`src/rtl/tas_pkg.sv`:
```
// Shared types and defaults for the averaged-data RAM scheduler.
package tas_pkg;

  localparam int unsigned TAS_ADDR_W = 11;
  localparam int unsigned TAS_DATA_W = 8;

  typedef enum logic [2:0] {
    IDLE     = 3'd0,
    WRITE    = 3'd1,
    RD_ISSUE = 3'd2,
    RD_WAIT  = 3'd3,
    RD_DONE  = 3'd4
  } sched_state_e;

endpackage

```
`src/rtl/ram_sched_if.sv`:
```
// Host readout request bus: the host is master, the scheduler is slave.
interface ram_sched_if
  import tas_pkg::*;
#(
  parameter int ADDR_W = TAS_ADDR_W,
  parameter int DATA_W = TAS_DATA_W
) ();

  logic              rd_req;
  logic [ADDR_W-1:0] rd_addr;
  logic              rd_busy;
  logic              rd_ack;
  logic [DATA_W-1:0] rd_data;

  modport master (output rd_req, rd_addr, input rd_busy, rd_ack, rd_data);
  modport slave  (input rd_req, rd_addr, output rd_busy, rd_ack, rd_data);

endinterface

```
`src/rtl/wr_capture.sv`:
```
// Holds the averager byte until the scheduler consumes it; flags overwrites.
module wr_capture
  import tas_pkg::*;
#(
  parameter int DATA_W = TAS_DATA_W
) (
  input  logic              clk_2,
  input  logic              reset_n,
  input  logic              i_clr,
  input  logic              i_avg_wr_n,
  input  logic [DATA_W-1:0] i_avg_data,
  input  logic              i_consume,
  output logic [DATA_W-1:0] o_wr_hold,
  output logic              o_wr_pend,
  output logic              o_ovf
);

  logic [DATA_W-1:0] r_hold;
  logic              r_pend;
  logic              r_ovf;

  always_ff @(posedge clk_2) begin
    if (!reset_n) begin
      r_hold <= '0;
      r_pend <= 1'b0;
      r_ovf  <= 1'b0;
    end else if (i_clr) begin
      r_pend <= 1'b0;
      r_ovf  <= 1'b0;
    end else if (!i_avg_wr_n) begin
      // A strobe landing on the consume cycle simply refills the slot.
      r_hold <= i_avg_data;
      r_pend <= 1'b1;
      if (r_pend && !i_consume) r_ovf <= 1'b1;
    end else if (i_consume) begin
      r_pend <= 1'b0;
    end
  end

  assign o_wr_hold = r_hold;
  assign o_wr_pend = r_pend;
  assign o_ovf     = r_ovf;

endmodule

```
`src/rtl/ram_sched.sv`:
```
// Arbitrates the single-port averaged-data RAM: averager writes first, host reads next.
module ram_sched
  import tas_pkg::*;
#(
  parameter int ADDR_W = TAS_ADDR_W,
  parameter int DATA_W = TAS_DATA_W,
  parameter int WRAP   = 0
) (
  input  logic              clk_2,
  input  logic              reset_n,
  input  logic              clr,
  input  logic              avg_wr_n,
  input  logic [DATA_W-1:0] avg_data,
  ram_sched_if.slave        rd_if,
  output logic [ADDR_W-1:0] ram_addr,
  output logic [DATA_W-1:0] ram_din,
  output logic              ram_we,
  input  logic [DATA_W-1:0] ram_q,
  output logic [ADDR_W:0]   wr_ptr,
  output logic              full,
  output logic              overflow
);

  localparam logic [ADDR_W:0]   DEPTH = {1'b1, {ADDR_W{1'b0}}};
  localparam logic [ADDR_W-1:0] ONE_A = 1;
  localparam logic [ADDR_W:0]   ONE_P = 1;

  sched_state_e      r_state;
  logic [ADDR_W-1:0] r_rd_hold;
  logic              r_rd_busy;
  logic [DATA_W-1:0] r_rd_data;
  logic [ADDR_W:0]   r_wr_ptr;
  logic              r_full;
  logic              r_full_ovf;

  logic [DATA_W-1:0] w_hold;
  logic              w_pend;
  logic              w_cap_ovf;
  logic              w_consume;
  logic [ADDR_W:0]   w_ptr_next;

  assign w_consume = (r_state == WRITE);

  wr_capture #(.DATA_W(DATA_W)) u_wr_capture (
    .clk_2      (clk_2),
    .reset_n    (reset_n),
    .i_clr      (clr),
    .i_avg_wr_n (avg_wr_n),
    .i_avg_data (avg_data),
    .i_consume  (w_consume),
    .o_wr_hold  (w_hold),
    .o_wr_pend  (w_pend),
    .o_ovf      (w_cap_ovf)
  );

  always_comb begin
    if (WRAP != 0) w_ptr_next = {1'b0, r_wr_ptr[ADDR_W-1:0] + ONE_A};
    else           w_ptr_next = r_wr_ptr + ONE_P;
  end

  always_ff @(posedge clk_2) begin
    if (!reset_n) begin
      r_state    <= IDLE;
      r_rd_hold  <= '0;
      r_rd_busy  <= 1'b0;
      r_rd_data  <= '0;
      r_wr_ptr   <= '0;
      r_full     <= 1'b0;
      r_full_ovf <= 1'b0;
    end else begin
      if (rd_if.rd_req && !r_rd_busy) begin
        r_rd_hold <= rd_if.rd_addr;
        r_rd_busy <= 1'b1;
      end
      case (r_state)
        IDLE: begin
          if (w_pend)         r_state <= WRITE;
          else if (r_rd_busy) r_state <= RD_ISSUE;
        end
        WRITE: begin
          if (WRAP == 0 && r_full) begin
            r_full_ovf <= 1'b1;
          end else begin
            r_wr_ptr <= w_ptr_next;
            if (WRAP == 0 && w_ptr_next == DEPTH) r_full <= 1'b1;
          end
          // Going straight to the read keeps a waiting read one write slot late.
          r_state <= r_rd_busy ? RD_ISSUE : IDLE;
        end
        RD_ISSUE: r_state <= RD_WAIT;
        RD_WAIT: begin
          r_rd_data <= ram_q;
          r_state   <= RD_DONE;
        end
        RD_DONE: begin
          r_rd_busy <= 1'b0;
          r_state   <= IDLE;
        end
        default: r_state <= IDLE;
      endcase
      if (clr) begin
        r_wr_ptr   <= '0;
        r_full     <= 1'b0;
        r_full_ovf <= 1'b0;
      end
    end
  end

  assign ram_we   = (r_state == WRITE) && !r_full;
  assign ram_addr = (r_state == RD_ISSUE) ? r_rd_hold : r_wr_ptr[ADDR_W-1:0];
  assign ram_din  = w_hold;

  assign rd_if.rd_busy = r_rd_busy;
  assign rd_if.rd_ack  = (r_state == RD_DONE);
  assign rd_if.rd_data = r_rd_data;

  assign wr_ptr   = r_wr_ptr;
  assign full     = r_full;
  assign overflow = r_full_ovf | w_cap_ovf;

endmodule
```
`src/flat_wrapper.sv`:
```
// flat-port wrapper written by rule: the top's interface ports become plain ports
module ram_sched_flat import tas_pkg::*;
#(
  parameter int ADDR_W = TAS_ADDR_W,
  parameter int DATA_W = TAS_DATA_W,
  parameter int WRAP   = 0
)
  (clk_2, reset_n, clr, avg_wr_n, avg_data, ram_addr, ram_din, ram_we, ram_q, wr_ptr, full, overflow, rd_if_rd_req, rd_if_rd_addr, rd_if_rd_busy, rd_if_rd_ack, rd_if_rd_data);
  ram_sched_if #(.ADDR_W(ADDR_W), .DATA_W(DATA_W)) rd_if_i ();
  input  logic clk_2;
  input  logic reset_n;
  input  logic clr;
  input  logic avg_wr_n;
  input  logic [DATA_W-1:0] avg_data;
  output logic [ADDR_W-1:0] ram_addr;
  output logic [DATA_W-1:0] ram_din;
  output logic ram_we;
  input  logic [DATA_W-1:0] ram_q;
  output logic [ADDR_W:0] wr_ptr;
  output logic full;
  output logic overflow;
  input wire logic [$bits(rd_if_i.rd_req)-1:0] rd_if_rd_req;
  input wire logic [$bits(rd_if_i.rd_addr)-1:0] rd_if_rd_addr;
  output wire logic [$bits(rd_if_i.rd_busy)-1:0] rd_if_rd_busy;
  output wire logic [$bits(rd_if_i.rd_ack)-1:0] rd_if_rd_ack;
  output wire logic [$bits(rd_if_i.rd_data)-1:0] rd_if_rd_data;
  assign rd_if_i.rd_req = rd_if_rd_req;
  assign rd_if_i.rd_addr = rd_if_rd_addr;
  assign rd_if_rd_busy = rd_if_i.rd_busy;
  assign rd_if_rd_ack = rd_if_i.rd_ack;
  assign rd_if_rd_data = rd_if_i.rd_data;
  ram_sched #(.ADDR_W(ADDR_W), .DATA_W(DATA_W), .WRAP(WRAP)) u_core (.clk_2(clk_2), .reset_n(reset_n), .clr(clr), .avg_wr_n(avg_wr_n), .avg_data(avg_data), .rd_if(rd_if_i), .ram_addr(ram_addr), .ram_din(ram_din), .ram_we(ram_we), .ram_q(ram_q), .wr_ptr(wr_ptr), .full(full), .overflow(overflow));
endmodule
```
`config.mk`:
```
export PLATFORM = sky130hd
export DESIGN_NAME = ram_sched_flat
export DESIGN_NICKNAME = d
export VERILOG_FILES = /design/src/rtl/tas_pkg.sv /design/src/rtl/ram_sched_if.sv /design/src/rtl/wr_capture.sv /design/src/rtl/ram_sched.sv /design/src/flat_wrapper.sv
export SDC_FILE = /design/constraint.sdc
export NUM_CORES = 1
export LEC_CHECK = 0
export ABC_CLOCK_PERIOD_IN_PS = 1700
export CAP_MARGIN = 10
export CORE_MARGIN = 3
export CORE_UTILIZATION = 44
export DETAILED_ROUTE_END_ITERATION = 7
export PLACE_DENSITY = 0.79
export SYNTH_ARGS = -nofsm -noshare
export SYNTH_HDL_FRONTEND = slang
export SYNTH_SLANG_ARGS = --single-unit
```
`constraint.sdc`:
```
create_clock -name clk_2 -period 1.7 [get_ports clk_2]
set_input_delay 0.17 -clock clk_2 [delete_from_list [all_inputs] [get_ports clk_2]]
set_output_delay 0.17 -clock clk_2 [all_outputs]
set_load 0.005 [all_outputs]
```
==> flow_summary.ini <==
[sta]
finalHoldViolCount = 0
fmax_mhz = 578
finClkSkew_ps = 5.61
period_needed_ps = 1730
slew-limit-headroom = 0.603
rsz0062_at_grt = yes
drv_slew = 0
fin_ws_ps = -31.1
tightest_slew_ps = 594
finalSetupViolations = 7
fin_crit_sh = 1.02

[status]
violations = negative setup slack
status = finished, violations left

[cells_and_area]
area_growth_pct = 53.8
final_cell_mix = 62 x clkdlybuf4s50_1, 44 x dfxtp_1, 35 x nand2_1
fin_nets = 368
n_fill_cell = 334
drive_above_1_share = 0.206
post-route-util = 0.719
fin_cells = 387
layout_commonest_cell = clkdlybuf4s50_1
antennaDiodeCount = 0

[worst_setup_path]
cp_max_fo = 5
cpPeakStageDelay_ps = 340
cp.required_ps = 1530
cp_top_family = buffers and inverters
crit_chain = nor3b_4 -> buf_6 -> buf_6 -> mux2_4 -> buf_6
critPathBufInv = 3
critical_path_class = reg2out
worstPathArrival_ps = 1560
slowest_stage = dfxtp_2
startpoint_type = flop
cp-end-kind = primary output
cp_common_cell = buf_6

[synth]
syn_avg_cell_area_um2 = 8.68
synth_cells = 241
synth_fp_nets = 275
synth_cell_types = 37
synthesis.area_um2 = 2090
ys_warn_count = 0
synth-seq-cells = 47
ys_seq_area_frac = 0.450

[grt]
antenna_found_initial = 0
overflow = 0
grt_pass1_wl_um = 9090
grt_max_degree = 29
grt_use_total = 0.212
grt_pass1_vias = 1952

[power]
switching_share = 0.234
pwr-share-seq = 0.519
power.density_nw_per_um2 = 694
combPwrFrac = 0.151
internal_power_uw = 1710
pwr-share-clk = 0.331
p_sw_uw = 522
p_leak_uw = 0.00132
ir_worst_vdd_v = 0.000488

[cts]
clk_latency_ps = 300
clockBufferDepth = 2
clk_pin_slew_ps = 80
cts-root-buf = clkbuf_8
cts_max_level = 2
cts_sinks = 47
cts_buffers = 5
cts_tree = done

[run]
drv_cap = 0

[detailed_routing]
drtIter0Drc = 129
drt-total-wl_um = 5660
wl_per_cell_um = 14.6
ant_nets = 0
drc = 0
vias_per_cell = 5.19
drt-pass1-iter-count = 4
vias = 2009

[placement]
dp.cells = 369
place_congestion = 0.825
numPortBuffers = 75
post-place-ws_ps = 13.7
dp_hpwl_um = 3960

[die]
die_area_um2 = 5620
fp.dieW_um = 75.0
die_y_um = 75.0
core_area_um2 = 4470
io_pins = 76
row_count = 24
initial_core_util = 0.468

[worst_hold_path]
hp-class = in2reg
==> metrics by stage <==
step           hold slack, ps  TNS, ps  total power, µW  instance area (µm²)
4_1_cts                   406     -339             2240                 3160
2_1_floorplan             306        0             1300                 2090
6_report                  414     -101             2230                 3220
5_1_grt                   410     -564             2330                 3220
3_5_place_dp              446        0             1470                 2970
3_3_place_gp              443        0             1460                 2970
==> what timing repair did <==
| action | in CTS | in global routing |
|---|---|---|
| gates resized for setup | 73 | 8 |
| buffers inserted | 5 | 4 |
| hold buffers | 0 | 0 |
| gates cloned | 1 | 0 |
| pin swaps | 1 | 2 |
| setup endpoints to repair | 13 | 16 |
==> power by group through the flow <==
stage                     Combinational, µW  Sequential [µW]  Clock (µW)
after floorplan                         122             1180           0
after global placement                  281             1180           0
after detailed placement                287             1180           0
after CTS                               326             1160         757
after global routing                    364             1160         805
final                                   337             1160         738
==> Yosys cell counts <==
| library cell | count | area, µm² |
|---|---|---|
| dfxtp_1 | 47 | 941 |
| nand2_1 | 35 | 131 |
| nor2_1 | 29 | 109 |
| a21oi_1 | 23 | 115 |
| mux2_2 | 11 | 124 |
| clkbuf_1 | 10 | 37.5 |
| o21ai_0 | 10 | 50.1 |
| mux2i_1 | 9 | 90.1 |
| xor2_1 | 9 | 78.8 |
| and4_1 | 7 | 61.3 |
| nand2b_1 | 5 | 31.3 |
| nand3_1 | 5 | 25.0 |
| xnor2_1 | 4 | 35.0 |
| buf_1 | 3 | 11.3 |
| nand4_1 | 3 | 18.8 |
| nor3b_1 | 3 | 22.5 |
| a211oi_1 | 2 | 15.0 |
| and2_1 | 2 | 12.5 |
| buf_2 | 2 | 10.0 |
| ha_1 | 2 | 25.0 |
| inv_1 | 2 | 7.51 |
| nor4_1 | 2 | 12.5 |
| o2111ai_1 | 2 | 17.5 |
| a31oi_1 | 1 | 6.26 |
| and3_1 | 1 | 6.26 |
| buf_6 | 1 | 11.3 |
| clkbuf_2 | 1 | 5.00 |
| inv_2 | 1 | 3.75 |
| nand3b_1 | 1 | 7.51 |
| nor2b_1 | 1 | 6.26 |
| nor3_1 | 1 | 5.00 |
| nor4b_4 | 1 | 23.8 |
| o22ai_1 | 1 | 6.26 |
| o31ai_1 | 1 | 7.51 |
| o41ai_1 | 1 | 8.76 |
| or2_2 | 1 | 6.26 |
| or3_1 | 1 | 6.26 |
==> flip-flops by register name, indices dropped and copies added (netlist names) <==
register                       flops
u_core.wr_ptr                     12
u_core.r_rd_hold                  11
u_core.rd_if.rd_data               8
u_core.u_wr_capture.o_wr_hold      8
u_core.r_state                     3
u_core.full                        1
u_core.r_full_ovf                  1
u_core.rd_if.rd_busy               1
u_core.u_wr_capture.o_ovf          1
u_core.u_wr_capture.o_wr_pend      1
==> worst min-delay path: stages <==
cell	delay [ps]
clkdlybuf4s50_1	400
nand2_1	50
a21oi_1	50
==> metal layers <==
metal | global-route usage | up-vias | part of all wire
met1 | 0.276 | 939 | 0.43
met3 | 0.0401 | 7 | 0.050
li1 | - | 1011 | -
met2 | 0.350 | 52 | 0.50
met5 | 0 | - | 0
met4 | 0.0731 | 0 | 0.014
==> cells by family after synthesis <==
logic type               synth area share
AO/OA/AOI/OAI                       0.108
AND/OR/NAND/NOR                     0.232
buffers and inverters              0.0413
XOR/XNOR                           0.0544
adder cells (fa/ha/maj)            0.0120
multiplexers                        0.102
flip-flops                          0.450
==> final timing paths <==
| path | start | end | slack [ps] | cells after the start |
|---|---|---|---|---|
| max | u_core.r_state[0] | ram_addr[2] | -30 | 5 |
| min reg2reg | u_core.r_rd_hold[0] | u_core.r_rd_hold[0] | 460 | 2 |
| min | rd_if_rd_addr[8] | u_core.r_rd_hold[8] | 410 | 3 |
| max reg2reg | u_core.r_state[2] | u_core.wr_ptr[9] | 0 | 8 |
==> area by class of cell <==
class	count	area, µm²	area share
clock inverters	1	7.51	0.00233
multi-input cells	174	1110	0.346
flip-flops and latches	47	945	0.294
repair buffers	103	980	0.305
inverters	3	11.3	0.00350
clock buffers	7	96.3	0.0299
well taps	52	65.1	0.0202
(Power assumes the default switching activity.)
